[src/rtl/bcd_seg_converter.sv]
// rtl/bcd_seg_converter.sv - iterative binary-to-BCD converter driving registered active-low 7-segment digits
module bcd_seg_converter #(
  parameter int W      = 10,
  parameter int DIGITS = 4
) (
  input  logic                  clk,
  input  logic                  rst,
  input  logic                  start,
  input  logic [W-1:0]          value,
  input  logic                  blank_lz,
  output logic                  busy,
  output logic                  done,
  output logic                  overflow,
  output logic [7*DIGITS-1:0]   seg
);

  localparam int CW = $clog2(W + 1);
  localparam int BW = 4 * DIGITS;

  localparam logic [6:0] SEG_BLANK = 7'b1111111;
  localparam logic [6:0] SEG_DASH  = 7'b0111111;

  typedef enum logic {IDLE, CONV} state_t;

  state_t              state_q, state_d;
  logic [CW-1:0]       cnt_q, cnt_d;
  logic [W-1:0]        bin_q, bin_d;
  logic [BW-1:0]       bcd_q, bcd_d;
  logic                sticky_q, sticky_d;
  logic                blank_q, blank_d;
  logic [7*DIGITS-1:0] seg_q, seg_d;
  logic                overflow_q, overflow_d;
  logic                done_q, done_d;

  logic [BW-1:0]       bcd_adj;
  logic [BW-1:0]       bcd_sh;
  logic [W-1:0]        bin_sh;
  logic                shout;
  logic                lead;
  logic [3:0]          digit;
  logic [7*DIGITS-1:0] seg_new;
  logic                last;

  function automatic logic [6:0] seg_code(input logic [3:0] d);
    case (d)
      4'd0:    seg_code = 7'b1000000;
      4'd1:    seg_code = 7'b1111001;
      4'd2:    seg_code = 7'b0100100;
      4'd3:    seg_code = 7'b0110000;
      4'd4:    seg_code = 7'b0011001;
      4'd5:    seg_code = 7'b0010010;
      4'd6:    seg_code = 7'b0000010;
      4'd7:    seg_code = 7'b1111000;
      4'd8:    seg_code = 7'b0000000;
      4'd9:    seg_code = 7'b0010000;
      default: seg_code = SEG_BLANK;
    endcase
  endfunction

  assign last = (cnt_q == CW'(1));

  // One double-dabble step plus the display image that this step would produce if it is the last
  always_comb begin
    bcd_adj = bcd_q;
    for (int k = 0; k < DIGITS; k++) begin
      if (bcd_q[4*k +: 4] >= 4'd5) begin
        bcd_adj[4*k +: 4] = bcd_q[4*k +: 4] + 4'd3;
      end
    end
    {shout, bcd_sh, bin_sh} = {bcd_adj, bin_q, 1'b0};

    // Walk from the top digit down; lead stays set while only zeros have been seen
    lead    = 1'b1;
    digit   = 4'd0;
    seg_new = '1;
    for (int k = DIGITS - 1; k >= 0; k--) begin
      digit = bcd_sh[4*k +: 4];
      if (digit != 4'd0 || k == 0) begin
        lead = 1'b0;
      end
      if (sticky_q | shout) begin
        seg_new[7*k +: 7] = SEG_DASH;
      end else if (blank_q && lead) begin
        seg_new[7*k +: 7] = SEG_BLANK;
      end else begin
        seg_new[7*k +: 7] = seg_code(digit);
      end
    end
  end

  // Next-state logic: accept a request in IDLE, shift one bit per cycle in CONV
  always_comb begin
    state_d    = state_q;
    cnt_d      = cnt_q;
    bin_d      = bin_q;
    bcd_d      = bcd_q;
    sticky_d   = sticky_q;
    blank_d    = blank_q;
    seg_d      = seg_q;
    overflow_d = overflow_q;
    done_d     = 1'b0;
    case (state_q)
      IDLE: begin
        if (start) begin
          bin_d    = value;
          blank_d  = blank_lz;
          bcd_d    = '0;
          sticky_d = 1'b0;
          cnt_d    = CW'(W);
          state_d  = CONV;
        end
      end
      CONV: begin
        bcd_d    = bcd_sh;
        bin_d    = bin_sh;
        sticky_d = sticky_q | shout;
        cnt_d    = cnt_q - CW'(1);
        if (last) begin
          state_d    = IDLE;
          done_d     = 1'b1;
          seg_d      = seg_new;
          overflow_d = sticky_q | shout;
        end
      end
      default: state_d = IDLE;
    endcase
  end

  // State register; reset aborts any conversion and blanks the display
  always_ff @(posedge clk) begin
    if (rst) begin
      state_q    <= IDLE;
      cnt_q      <= '0;
      bin_q      <= '0;
      bcd_q      <= '0;
      sticky_q   <= 1'b0;
      blank_q    <= 1'b0;
      seg_q      <= '1;
      overflow_q <= 1'b0;
      done_q     <= 1'b0;
    end else begin
      state_q    <= state_d;
      cnt_q      <= cnt_d;
      bin_q      <= bin_d;
      bcd_q      <= bcd_d;
      sticky_q   <= sticky_d;
      blank_q    <= blank_d;
      seg_q      <= seg_d;
      overflow_q <= overflow_d;
      done_q     <= done_d;
    end
  end

  assign busy     = (state_q == CONV);
  assign done     = done_q;
  assign overflow = overflow_q;
  assign seg      = seg_q;

endmodule
[config.mk]
export PLATFORM = sky130hd
export DESIGN_NAME = bcd_seg_converter
export DESIGN_NICKNAME = d
export VERILOG_FILES = /design/src/rtl/bcd_seg_converter.sv
export SDC_FILE = /design/constraint.sdc
export NUM_CORES = 1
export LEC_CHECK = 0
export BUFFER_PORTS_ARGS = -buffer_cell sky130_fd_sc_hd__buf_4
export CELL_PAD_IN_SITES_DETAIL_PLACEMENT = 1
export CELL_PAD_IN_SITES_GLOBAL_PLACEMENT = 1
export CORE_MARGIN = 2
export CORE_UTILIZATION = 47
export CTS_CLUSTER_DIAMETER = 50
export DETAILED_ROUTE_END_ITERATION = 6
export PLACE_DENSITY_LB_ADDON = 0.12
export SYNTH_ARGS = -nofsm -noshare
export SYNTH_HDL_FRONTEND = slang
export SYNTH_SLANG_ARGS = --single-unit
export TNS_END_PERCENT = 10
[constraint.sdc]
create_clock -name clk -period 6.3 [get_ports clk]
set_clock_uncertainty 0.15 [all_clocks]
set_input_delay 0.63 -clock clk [delete_from_list [all_inputs] [get_ports clk]]
set_output_delay 0.63 -clock clk [all_outputs]
set_load 0.01 [all_outputs]
; Word level (Yosys, flattened, before mapping)
; Memories as Yosys holds them, arrays and structs flattened.
; Index checks and enable logic that the tools add are counted.
[op_classes]
mux = 26
n_reduce_logical = 9
order_cmp = 4
addsub = 5
eq_ne = 2
bitwise_logic = 2
[op_table]
columns = op, n
row1 = two-way mux 7 bit, 7
row2 = one-hot mux 16 bit (2 select lines), 1
row3 = two-way mux 4 bit, 5
row4 = one-hot mux 10 bit (2 select lines), 1
row5 = "adder 4 x 2 -> 4 bit, second input constant", 4
row6 = "greater-or-equal comparator 4 x 3 -> 1 bit, second input constant", 4
row7 = two-way mux 16 bit, 1
row8 = nonzero test 4 bit, 3
row9 = two-way mux 10 bit, 1
row10 = one-hot mux 4 bit (2 select lines), 1
row11 = two-way mux 1 bit, 7
row12 = "== test 4 x 1 -> 1 bit, second input constant", 1
row13 = one-hot mux 1 bit (2 select lines), 2
row14 = AND reduction 2 bit, 2
row15 = "subtractor 4 x 1 -> 4 bit, second input constant", 1
row16 = logical AND 1 bit, 3
row17 = "inequality test 2 bit, second input constant", 1
row18 = OR reduction 2 bit, 1
row19 = NOT 1 bit, 1
row20 = bitwise OR 1 bit, 1
[word_totals]
input_bits = 14
word_cells = 61
memories = 4
reg_bits = 63
romBits = 448
out_inout_bits = 31
[mem_list]
columns = name, depth, width, read_ports, rd_ports_with_merged_regs, wr, line_no
row1 = (name not given), 16, 7, 1, 0, 0, 45  ; case (d)
row2 = (name not given), 16, 7, 1, 0, 0, 45
row3 = (name not given), 16, 7, 1, 0, 0, 45
row4 = (name not given), 16, 7, 1, 0, 0, 45

; Longest topological paths before layout
; Gate-level depths: netlist of run 1.
[logic_depth]
depth_word = 9
mapped_depth = 12
ltp_nobuf = 11

; Least setup slack after synthesis of run 1
; Ideal clock, no wire load.
[synth_path]
path_kind = register to register
start = register bcd_q[12]
end = register seg_q[14] (netlist: seg[14])
path_buffers = 1
arrival_time_ns = 2.497
stages_incl_launch_ff = 13
path_slack_ns = 3.536
t_required_ns = 6.033
path_cell_list = dfxtp_1 -> inv_1 -> ha_1 -> nor2b_1 -> o21ai_0 -> nor2_1 -> inv_1 -> ha_1 -> and2_1 -> and4_1 -> clkbuf_1 -> or3_4 -> o22a_1
[synth_via]
elab_chain_len = 8
elab_cells_between_ends = 10
cone_classes = add/sub (1) / order compare (1) / mux (5) / bitwise (1) / reduce/logical (2)
[synth_lines]
columns = item, line_no
row1 = from (decl), 28  ; logic [BW-1:0] bcd_q, bcd_d;
row2 = from (signal assigned), 135  ; bcd_q <= '0;
row3 = from (signal assigned), 145  ; bcd_q <= bcd_d;
row4 = adder 4 x 2 -> 4 bit / greater-or-equal comparator 4 x 3 -> 1 bit (equally long branches), "67, 66"
row5 = two-way mux 4 bit (*), 66  ; if (bcd_q[4*k +: 4] >= 4'd5) begin
row6 = nonzero test 4 bit, 78  ; if (digit != 4'd0 || k == 0) begin
row7 = two-way mux 1 bit (2 in a row), 78
row8 = logical AND 1 bit, 83  ; end else if (blank_q && lead) begin
row9 = two-way mux 7 bit, 83
row10 = two-way mux 7 bit (*), 81  ; if (sticky_q | shout) begin
row11 = to (signal assigned), 148  ; seg_q <= seg_d;
row12 = to (decl), 31  ; logic [7*DIGITS-1:0] seg_q, seg_d;
; Mark *: on every way between the ends. The rest lies on a longest branch, timed or not.
; A chain may end at the register's enable or synchronous reset.

; Worst setup path after layout of run 1
; Ends and elaborated chain as after synthesis.

==> metrics.md, run 1 <==
| Metric | Value |
|---|---|
| Status | complete, no violations |
| Multi-input gate area | 2320 µm² |
| Max Freq | 317 MHz |
| H-tree Lvls | 3 |
| Hold Path Class | flip-flop to flip-flop |
| Simple-gate share of the synthesized area | 0.236 |
| Synthesis-stage register bit count | 63 |
| Post-synth top cells | nor2_1 (67), dfxtp_1 (63), a21oi_1 (59) |
| Global-route wire length before repair | 17000 µm |
| Psw | 212 µW |
| Met2 WL post-DR | 5020 µm |
| Largest net degree at the start of global routing | 63 |
| P_int | 665 µW |
| Adder-Cell Fraction of Synth Area | 0.0994 |
| Initial cell density of the core | 0.486 |
| Clk pwr share | 0.433 |
| All-Layer GR Usage | 0.244 |
| Initial antenna violation count | 0 |
| FFs w/ async S/R, synth | 0 |
| Design area | 4330 µm² |
| Met3 wire len | 437 µm |
| CTS hold repair buffers | 0 |
| CTS buffer count | 9 |
| Fraction of layout instances using a drive strength above 1 | 0.139 |
| Vias | 3507 |
| Switching share of power | 0.242 |
| Die X | 93.6 µm |
| DRT antenna net count | 0 |
| Largest family of logic cells by synthesized area | simple AND/OR/NAND/NOR gates |
| Syn_nets | 514 |
| Vias per inst | 5.80 |
| Initial DRC count | 147 |
| DRT Pass-1 Iters | 4 |
| Startpoint Class | flip-flop |
| Synth unique cells | 54 |
| Post-synth top area cell | dfxtp_1 |
| CTS clk-pin slew, worst paths | 0.07 ns |
| Flip-flop and latch area | 1260 µm² |
| Max-slew violations | 0 |
| Placed cell area | 4130 µm² |
| Post-detail-place hpwl | 7240 µm |
| Data arrival time of the critical path | 3.23 ns |
| Complex-gate fraction of the synthesized area | 0.232 |
| Max Used Layer | met4 |
| Gate power share | 0.089 |
| Global route total overflow | 0 |
| Ys flop type | dfxtp_1 |
| Final Cycle Share | 0.500 |
| Met1 WL | 4940 µm |
| Row cnt | 32 |
| CP Class | flip-flop to flip-flop |
| Port-buffer cells | 44 |
| Actual slew at the worst max-slew pin | 1.20 ns |
| # clock sinks | 63 |
| Sequential share of the synthesized area | 0.334 |
| DRC | 0 |
| Final Hold Viols | 0 |
| Tmin final | 3.15 ns |
| TNS Setup | 0 ns |
| Total wire length | 10500 µm |
| Number of global-route vias before repair | 3429 |
| Headroom to the max-slew limit | 0.199 |
| VDD IR-drop max | 0.105 mV |
| Synth area leaders | dfxtp_1 (33%), ha_1 (9.9%), a21oi_1 (7.8%) |
| DR WL/cell | 17.3 µm |
| Xor and xnor area share after synthesis | 0.0106 |
| Die Ht | 93.6 µm |
| Num ports | 45 |
| Fillers | 956 |
| Pwr Density | 203 nW/µm² |
| N_diodes | 0 |
| Clock Tree Buf Depth | 2 |
| TritonCTS clock tree | built |
| Minimum hold slack | 0.334 ns |
| Synthesized area | 3780 µm² |
| Final core occ | 0.558 |
| Synthesized instance count | 470 |
| Synth top area share | 0.334 |
| Synth Warn # | 0 |
| Leak pwr | 1.69 nW |
| Root Driver | clkbuf_8 |
| Post-CTS Setup Inserts | 0 |
| RSZ-0062 raised after global routing | no |
| # setup viols final | 0 |
| CP required | 6.38 ns |
| Clock Latency Late Sink | 0.34 ns |
| Crit path max fanout | 7 |
| Final nets | 542 |
| Mux share of post-synthesis cell area | 0.0374 |
| Cells resized by post-CTS repair | 0 |
| Core area | 7770 µm² |
| MaxCap Viol Count | 0 |
| Final Worst Setup Slack | 3.15 ns |
| Area Overhead vs Synth | 14.7% |
| Worst Setup End Kind | flip-flop |
| Routability cong. | 0.851 |
| Syn avg cell area | 8.03 µm² |
| Setup WS pre-CTS | 3.21 ns |
| Die Area | 8770 µm² |
| Most common cell in the netlist | nor2_1 |
| EDFF count, synth | 0 |
| Flop pwr share | 0.478 |
power by group through the flow:
| stage | clock [mW] | sequential (mW) | combinational (mW) |
|---|---|---|---|
| floorplan | 0 | 0.428 | 0.0500 |
| global placement | 0 | 0.428 | 0.0735 |
| detailed placement | 0 | 0.428 | 0.0776 |
| CTS | 0.386 | 0.419 | 0.0784 |
| global route | 0.406 | 0.421 | 0.0859 |
| finish | 0.380 | 0.419 | 0.0781 |
cells in the final DEF (no fill, tap or decap), types with 3 or more instances in the layout:
| master | synthesis | final |
|---|---|---|
| a211o_1 | 4 | 4 |
| a211oi_1 | 8 | 8 |
| a21oi_1 | 59 | 59 |
| a31oi_1 | 4 | 4 |
| and2_1 | 6 | 6 |
| buf_4 | 1 | 46 |
| clkbuf_1 | 22 | 3 |
| clkbuf_8 | 0 | 9 |
| dfxtp_1 | 63 | 62 |
| ha_1 | 30 | 30 |
| inv_1 | 18 | 18 |
| mux2i_1 | 13 | 13 |
| nand2_1 | 20 | 20 |
| nand2b_1 | 8 | 8 |
| nand3_1 | 6 | 6 |
| nand3b_1 | 3 | 3 |
| nor2_1 | 67 | 67 |
| nor2b_1 | 8 | 8 |
| nor3_1 | 17 | 17 |
| nor3b_1 | 15 | 15 |
| o211ai_1 | 6 | 6 |
| o21a_1 | 4 | 4 |
| o21ai_0 | 24 | 24 |
| o22a_1 | 9 | 9 |
| o311ai_0 | 3 | 3 |
| o31ai_1 | 5 | 5 |
| or2_2 | 4 | 4 |
| or3_1 | 5 | 5 |
| or4_1 | 3 | 3 |
routing by layer:
layer | up-vias | track usage
met1 | 1698 | 0.325
met4 | 0 | 0.0531
met5 | - | 0
met3 | 6 | 0.0483
met2 | 72 | 0.409
li1 | 1731 | -
cells by family after synthesis:
group,after synthesis
AND/OR/NAND/NOR,172
AO/OA/AOI/OAI,141
flip-flops,63
buffers and inverters,47
adder cells (fa/ha/maj),30
multiplexers,14
XOR/XNOR,3
area by class of cell:
cell class,count,share of cell area
Inverter,18,0.0156
Multi-Input combinational cell,360,0.536
Sequential cell,63,0.291
Clock inverter,4,0.0162
Clock buffer,12,0.0312
Tap cell,102,0.0295
Timing Repair Buffer,46,0.0797
worst paths after layout:
path	from	end	slack, ns	depth (start not counted)
worst max-delay path	bcd_q[12]	seg[14]	3.15	11
worst min-delay path	bin_q[6]	bin_q[7]	0.33	2
worst max register to register	bcd_q[12]	seg[14]	3.15	11
worst min register to register	bin_q[6]	bin_q[7]	0.33	2
state kept, by name, summed over array words and instances (netlist names):
register	count
done	1
bcd_q	16
cnt_q	4
blank_q	1
seg	28
busy	1
sticky_q	1
overflow	1
bin_q	10
per-stage QoR:
step / std cells / total power, mW
after global routing: 605 / 0.913
after floorplan: 470 / 0.478
after global placement: 589 / 0.501
after detailed placement: 589 / 0.506
final: 605 / 0.877
after CTS: 605 / 0.884
critical path: stages (launching register included):
cell,delay [ns]
dfxtp_1,0.37
inv_1,0.10
ha_1,0.25
nor2b_1,0.23
o21ai_0,0.18
nor2_1,0.31
inv_1,0.14
ha_1,0.21
and2_1,0.21
and4_1,0.30
or3_4,0.41
o22a_1,0.18
(Power assumes the default switching activity.)
==> run 2: changes to the inputs <==
Settings changed: ABC_AREA set to 1, CORE_UTILIZATION 47 to 37.
Clock period 6.3 ns to 2.71 ns, I/O delays scaled along.
==> run 2 against run 1 <==
Compared with the run above: critical path depth grew 5; count of clock-buffer cells in the layout shrank 3; synthesized area shrank 0.96%; routed wire length shrank 6.4%; synthesized cell count grew 20%; via count grew 2.3%; largest cell class unchanged; die area grew 25%; critical endpoint is now seg[16]; cell count grew 24%; largest power group unchanged; sequential power grew 130%; design area grew 1.9%; power grew 130%; highest routed layer unchanged.
==> metrics.md, run 2 <==
| Metric | Value |
|---|---|
| Worst R2R Setup Slack | 0.30 ns (was 3.15 ns) |
| Startpoint Class | flip-flop (unchanged) |
| Synth Warn # | 0 (unchanged) |
| Syn_nets | 609 (was 514) |
| Clock Tree Buf Depth | 2 (unchanged) |
| Pwr Density | 455 nW/µm² (was 203 nW/µm²) |
| DRT antenna net count | 0 (unchanged) |
| Die Ht | 105 µm (was 93.6 µm) |
| Flop pwr share | 0.486 (was 0.478) |
| P_int | 1.46 mW (was 665 µW) |
| Port-buffer cells | 44 (unchanged) |
| Most frequent cells in the layout | nand2_1 (175), inv_1 (87), dfxtp_1 (63) (was nor2_1 (67), dfxtp_1 (62), a21oi_1 (59)) |
| CP Class | flip-flop to flip-flop (unchanged) |
| Reg-to-Reg Start | bcd_q[13] (was bcd_q[12]) |
| CP required | 2.81 ns (was 6.38 ns) |
| Initial cell density of the core | 0.383 (was 0.486) |
| FFs w/ async S/R, synth | 0 (unchanged) |
| Die X | 105 µm (was 93.6 µm) |
| Synth top area share | 0.337 (was 0.334) |
| Synth area leaders | dfxtp_1 (34%), nand2_1 (18%), ha_1 (10%) (was dfxtp_1 (33%), ha_1 (9.9%), a21oi_1 (7.8%)) |
| Core area | 9770 µm² (was 7770 µm²) |
| Actual slew at the worst max-slew pin | 0.436 ns (was 1.20 ns) |
| DRT Pass-1 Iters | 4 (unchanged) |
| Final Power | 2.01 mW (was 877 µW) |
| EDFF count, synth | 0 (unchanged) |
| Post-synth top area cell | dfxtp_1 (unchanged) |
| CTS clk-pin slew, worst paths | 0.08 ns (was 0.07 ns) |
| Number of global-route vias before repair | 3607 (was 3429) |
| Gate power share | 0.098 (was 0.089) |
| Synthesized area | 3740 µm² (was 3780 µm²) |
| Status | complete, no violations (unchanged) |
| TNS Setup | 0 ns (unchanged) |
| Global route total overflow | 0 (unchanged) |
| Syn avg cell area | 6.62 µm² (was 8.03 µm²) |
| Tmin final | 2.41 ns (was 3.15 ns) |
| Total wire length | 9790 µm (was 10500 µm) |
| Final nets | 655 (was 542) |
| Post-synth top cells | nand2_1 (177), inv_1 (87), dfxtp_1 (63) (was nor2_1 (67), dfxtp_1 (63), a21oi_1 (59)) |
| VDD IR-drop max | 0.204 mV (was 0.105 mV) |
| Sequential share of the synthesized area | 0.337 (was 0.334) |
| Clk pwr share | 0.417 (was 0.433) |
| Row cnt | 36 (was 32) |
| RSZ-0062 raised after global routing | no (unchanged) |
| Die Area | 10900 µm² (was 8770 µm²) |
| Leak pwr | 2.24 nW (was 1.69 nW) |
| TritonCTS clock tree | built (unchanged) |
| Clock Latency Late Sink | 0.35 ns (was 0.34 ns) |
| CTS hold repair buffers | 0 (unchanged) |
| Placed cell area | 4210 µm² (was 4130 µm²) |
| Setup crit start | bcd_q[13] (was bcd_q[12]) |
| Root Driver | clkbuf_8 (unchanged) |
| # clock sinks | 63 (unchanged) |
| Most common cell in the netlist | nand2_1 (was nor2_1) |
| Initial antenna violation count | 0 (unchanged) |
| All-Layer GR Usage | 0.189 (was 0.244) |
| Switching share of power | 0.274 (was 0.242) |
| Num ports | 45 (unchanged) |
| Fraction of layout instances using a drive strength above 1 | 0.159 (was 0.139) |
| Routability cong. | 0.873 (was 0.851) |
| Synth unique cells | 33 (was 54) |
| DRC | 0 (unchanged) |
| # setup viols final | 0 (unchanged) |
| Headroom to the max-slew limit | 0.709 (was 0.199) |
| Post-detail-place hpwl | 7420 µm (was 7240 µm) |
| Synthesized instance count | 565 (was 470) |
| Vias | 3589 (was 3507) |
| Max FFs per register | 28 (unchanged) |
| Design area | 4410 µm² (was 4330 µm²) |
| Psw | 552 µW (was 212 µW) |
| Crit path max fanout | 6 (was 7) |
| Most common cell after layout, fill and taps aside | nand2_1 (was nor2_1) |
| Max-slew violations | 0 (unchanged) |
| CTS buffer count | 9 (unchanged) |
| Largest net degree at the start of global routing | 33 (was 63) |
| RR Endpoint | seg[16] (was seg[14]) |
| Max Freq | 414 MHz (was 317 MHz) |
| Global-route wire length before repair | 16900 µm (was 17000 µm) |
| Vias per inst | 4.79 (was 5.80) |
| Ys flop type | dfxtp_1 (unchanged) |
| Worst Hold End | blank_q (was bin_q[7]) |
| Hold Path Origin | blank_lz (was bin_q[6]) |
| Synthesis-stage register bit count | 63 (unchanged) |
| Final Cycle Share | 0.891 (was 0.500) |
| R2R cell count | 16 (was 11) |
| DR WL/cell | 13.1 µm (was 17.3 µm) |
| Final Hold Viols | 0 (unchanged) |
| Final Worst Setup Slack | 0.296 ns (was 3.15 ns) |
| Hold Path Stages | 3 (was 2) |
| Worst Setup End Kind | flip-flop (unchanged) |
| H-tree Lvls | 3 (unchanged) |
| N_diodes | 0 (unchanged) |
| Area Overhead vs Synth | 18.0% (was 14.7%) |
| MaxCap Viol Count | 0 (unchanged) |
| Initial DRC count | 87 (was 147) |
| Setup WS pre-CTS | 0.207 ns (was 3.21 ns) |
| Hold Path Class | input pin to flip-flop (was flip-flop to flip-flop) |
| Data arrival time of the critical path | 2.51 ns (was 3.23 ns) |
==> run 2: cells by family after synthesis <==
kind of cell | Yosys count | share of synthesized area
and+or+nand+nor | 303 | 0.353
adders and majority gates | 30 | 0.100
AOI/OAI and AO/OA | 64 | 0.0994
DFF | 63 | 0.337
buffers and inverters | 104 | 0.106
xor gates and xnor gates | 1 | 0.00435
==> run 2: metal layers <==
metal,track usage,part of all wire
met3,0.0268,0.018
met1,0.243,0.48
met4,0.0656,0.015
met5,0,0
met2,0.324,0.48
==> run 2: power groups by stage <==
stage | Sequential, mW | Combinational [mW] | Clock (mW)
2_1_floorplan | 1.00 | 0.116 | 0
3_3_place_gp | 0.997 | 0.195 | 0
3_5_place_dp | 0.998 | 0.201 | 0
4_1_cts | 0.977 | 0.202 | 0.865
5_1_grt | 0.980 | 0.224 | 0.904
6_report | 0.976 | 0.197 | 0.837
==> run 2: cell type report <==
class | instances | area (µm²)
Inverter | 91 | 342
Tap cell | 133 | 166
Fill cell | 1305 | 5360
Timing Repair Buffer | 48 | 360
Sequential cell | 63 | 1260
Multi-Input combinational cell | 398 | 2090
Clock inverter | 7 | 72.6
Clock buffer | 9 | 124
==> run 2: worst max-delay path, cell delays in order (launching register included) <==
cell and delay (ns):
dfxtp_1 0.35, inv_1 0.11, ha_1 0.17, inv_1 0.05, nand2_1 0.17, nand3_2 0.11, nand2_1 0.08, nand2_1 0.16
ha_1 0.26, nand2_1 0.10, inv_1 0.07, nand3_4 0.08, nor2_1 0.05, nor2_2 0.21, nand2_1 0.09, nand2_1 0.07
inv_1 0.03
==> run 2: timing repair <==
| item | CTS | global route |
|---|---|---|
| resized for setup | 0 | 2 |
| setup endpoints to repair | 0 | 5 |
| setup buffers | 0 | 0 |
==> run 2: through the flow <==
step,util,cells,hold slack [ns]
2_1_floorplan,-,565,0.256
3_3_place_gp,0.431,733,0.306
3_5_place_dp,0.431,733,0.313
4_1_cts,0.451,749,0.00461
5_1_grt,0.452,749,0.0253
6_report,0.452,749,0.0171
==> run 2: worst max-delay path by stage <==
stage               to
6_report       seg[16]
3_5_place_dp   seg[16]
2_1_floorplan  seg[15]
5_1_grt        seg[22]
3_3_place_gp   seg[16]
4_1_cts        seg[16]
==> run 3: changes to the inputs <==
Clock period 2.71 ns to 2.03 ns, I/O delays scaled along.
==> run 3 against run 2 <==
Compared with the run above: fmax grew 20%; critical endpoint is now seg[10]; non-clock buffer count is 67 higher; core utilization rose by 10 points; worst setup slack worse by 0.27 ns; global-route usage increased by 2.7 points; register-to-register slack worse by 0.27 ns; die area did not move; combinational power rose by 58%; routed wire length rose by 22%; first-iteration DRC count grew 5.7%; largest power group unchanged; power increased by 44%; design area increased by 22%.
==> metrics.md, run 3 (synthesis results as in run 2) <==
| Metric | Value |
|---|---|
| Status | complete, no violations (unchanged) |
| Area Overhead vs Synth | 44.4% (was 18.0%) |
| Minimum hold slack | 0.0223 ns (was 0.0171 ns) |
| Startpoint Class | flip-flop (unchanged) |
| Max Freq | 499 MHz (was 414 MHz) |
| TritonCTS clock tree | built (unchanged) |
| Setup WS pre-CTS | -0.125 ns (was 0.207 ns) |
| Actual slew at the worst max-slew pin | 0.403 ns (was 0.436 ns) |
| # setup viols final | 0 (unchanged) |
| Headroom to the max-slew limit | 0.731 (was 0.709) |
| R2R cell count | 12 (was 16) |
| CP required | 2.13 ns (was 2.81 ns) |
| Largest net degree at the start of global routing | 33 (unchanged) |
| DRT Pass-1 Iters | 4 (unchanged) |
| Worst Setup End Kind | flip-flop (unchanged) |
| Max FFs per register | 28 (unchanged) |
| Die Area | 10900 µm² (unchanged) |
| CTS buffer count | 9 (unchanged) |
| Fillers | 1291 (was 1305) |
| Initial cell density of the core | 0.383 (unchanged) |
| Global-route wire length before repair | 19000 µm (was 16900 µm) |
| Number of global-route vias before repair | 4070 (was 3607) |
| Data arrival time of the critical path | 2.10 ns (was 2.51 ns) |
| Vias | 3900 (was 3589) |
| # clock sinks | 63 (unchanged) |
| Clock Tree Buf Depth | 2 (unchanged) |
| Total wire length | 12000 µm (was 9790 µm) |
| Hold Path Stages | 5 (was 3) |
| H-tree Lvls | 3 (unchanged) |
| DRT antenna net count | 0 (unchanged) |
| Fraction of layout instances using a drive strength above 1 | 0.356 (was 0.159) |
| Initial DRC count | 92 (was 87) |
| Port-buffer cells | 44 (unchanged) |
| Tmin final | 2.01 ns (was 2.41 ns) |
| Root Driver | clkbuf_8 (unchanged) |
| Post-detail-place hpwl | 8430 µm (was 7420 µm) |
| Hold Path Class | input pin to flip-flop (unchanged) |
| Most frequent cells in the layout | nand2_1 (151), buf_4 (102), inv_1 (68) (was nand2_1 (175), inv_1 (87), dfxtp_1 (63)) |
| TNS Setup | 0 ns (unchanged) |
| MaxCap Viol Count | 0 (unchanged) |
| Vias per inst | 4.78 (was 4.79) |
| Initial antenna violation count | 0 (unchanged) |
| Pwr Density | 535 nW/µm² (was 455 nW/µm²) |
| Most common cell after layout, fill and taps aside | nand2_1 (unchanged) |
| N_diodes | 0 (unchanged) |
| Crit path max fanout | 7 (was 6) |
| DR WL/cell | 14.7 µm (was 13.1 µm) |
| Final Worst Setup Slack | 0.0244 ns (was 0.296 ns) |
| Die Ht | 105 µm (unchanged) |
| Final nets | 722 (was 655) |
| DRC | 0 (unchanged) |
| Final Cycle Share | 0.988 (was 0.891) |
| Final Hold Viols | 0 (unchanged) |
| CP Class | flip-flop to flip-flop (unchanged) |
| Row cnt | 36 (unchanged) |
| Core area | 9770 µm² (unchanged) |
| VDD IR-drop max | 0.302 mV (was 0.204 mV) |
| Num ports | 45 (unchanged) |
| Clock Latency Late Sink | 0.35 ns (about the same) |
| Leak pwr | 2.69 nW (was 2.24 nW) |
| Die X | 105 µm (unchanged) |
| Final Power | 2.89 mW (was 2.01 mW) |
| RSZ-0062 raised after global routing | yes (was no) |
| Max-slew violations | 0 (unchanged) |
| Routability cong. | 0.873 (about the same) |
| CTS clk-pin slew, worst paths | 0.08 ns (about the same) |
| Global route total overflow | 0 (unchanged) |
| All-Layer GR Usage | 0.216 (was 0.189) |
==> run 3: cell count changes in the layout (fill, tap and decap cells not counted), moves of 8 or more <==
| cell | before | now |
|---|---|---|
| dfxtp_1 | 63 | 55 |
| nand2_4 | 1 | 10 |
| nand2_1 | 175 | 151 |
| inv_1 | 87 | 68 |
| nand2_2 | 9 | 24 |
| nor2_1 | 60 | 50 |
| dlygate4sd3_1 | 0 | 10 |
| ha_4 | 0 | 10 |
| ha_1 | 30 | 16 |
| inv_2 | 3 | 18 |
| buf_4 | 48 | 102 |
==> run 3: area by class of cell <==
| cell class | instances | area [µm²] | area share |
|---|---|---|---|
| Sequential cell | 63 | 1270 | 0.236 |
| Tap cell | 133 | 166 | 0.0308 |
| Timing Repair Buffer | 115 | 900 | 0.167 |
| Multi-Input combinational cell | 398 | 2480 | 0.459 |
| Clock inverter | 6 | 91.3 | 0.0169 |
| Clock buffer | 10 | 138 | 0.0255 |
| Inverter | 91 | 354 | 0.0656 |
==> run 3: per-layer routing <==
layer / track usage / part of all wire
met1: 0.246 / 0.43
met2: 0.399 / 0.53
met3: 0.0393 / 0.020
met4: 0.0792 / 0.017
met5: 0 / 0
==> run 3: report_power, final <==
group	internal, mW	total (mW)	switching [mW]
Clock	0.733	1.28	0.543
Combinational	0.131	0.311	0.180
Sequential	1.28	1.30	0.0281
Total	2.14	2.89	0.750
==> run 3: path summary, 6_finish.rpt <==
path	from	end	slack, ns
worst max-delay path	bcd_q[4]	seg[10]	0.02
worst min-delay path	value[2]	bin_q[2]	0.02
worst max register to register	bcd_q[4]	seg[10]	0.02
worst min register to register	bin_q[0]	bin_q[0]	0.33
==> run 3: per-stage QoR <==
step	util	cell area [µm²]	cells
floorplan	-	3750	565
global placement	0.470	4590	783
detailed placement	0.470	4590	783
CTS	0.513	5020	809
global route	0.552	5400	816
finish	0.552	5400	816
==> run 3: worst max-delay path, stage by stage, from the launching register on <==
cell,delay [ns]
dfxtp_4,0.37
inv_4,0.06
ha_4,0.13
inv_1,0.04
nand2_2,0.11
buf_4,0.14
nand4_1,0.13
nand2_2,0.20
nand2_1,0.15
a21oi_4,0.20
nand3_1,0.12
nand2_1,0.08
inv_1,0.03
==> run 3: what timing repair did <==
item | CTS | global route
gates resized for setup | 37 | 86
setup buffers | 0 | 7
setup endpoints to repair | 25 | 28
hold endpoints to repair | 10 | 0
pin swaps | 12 | 40
hold buffers | 10 | 0
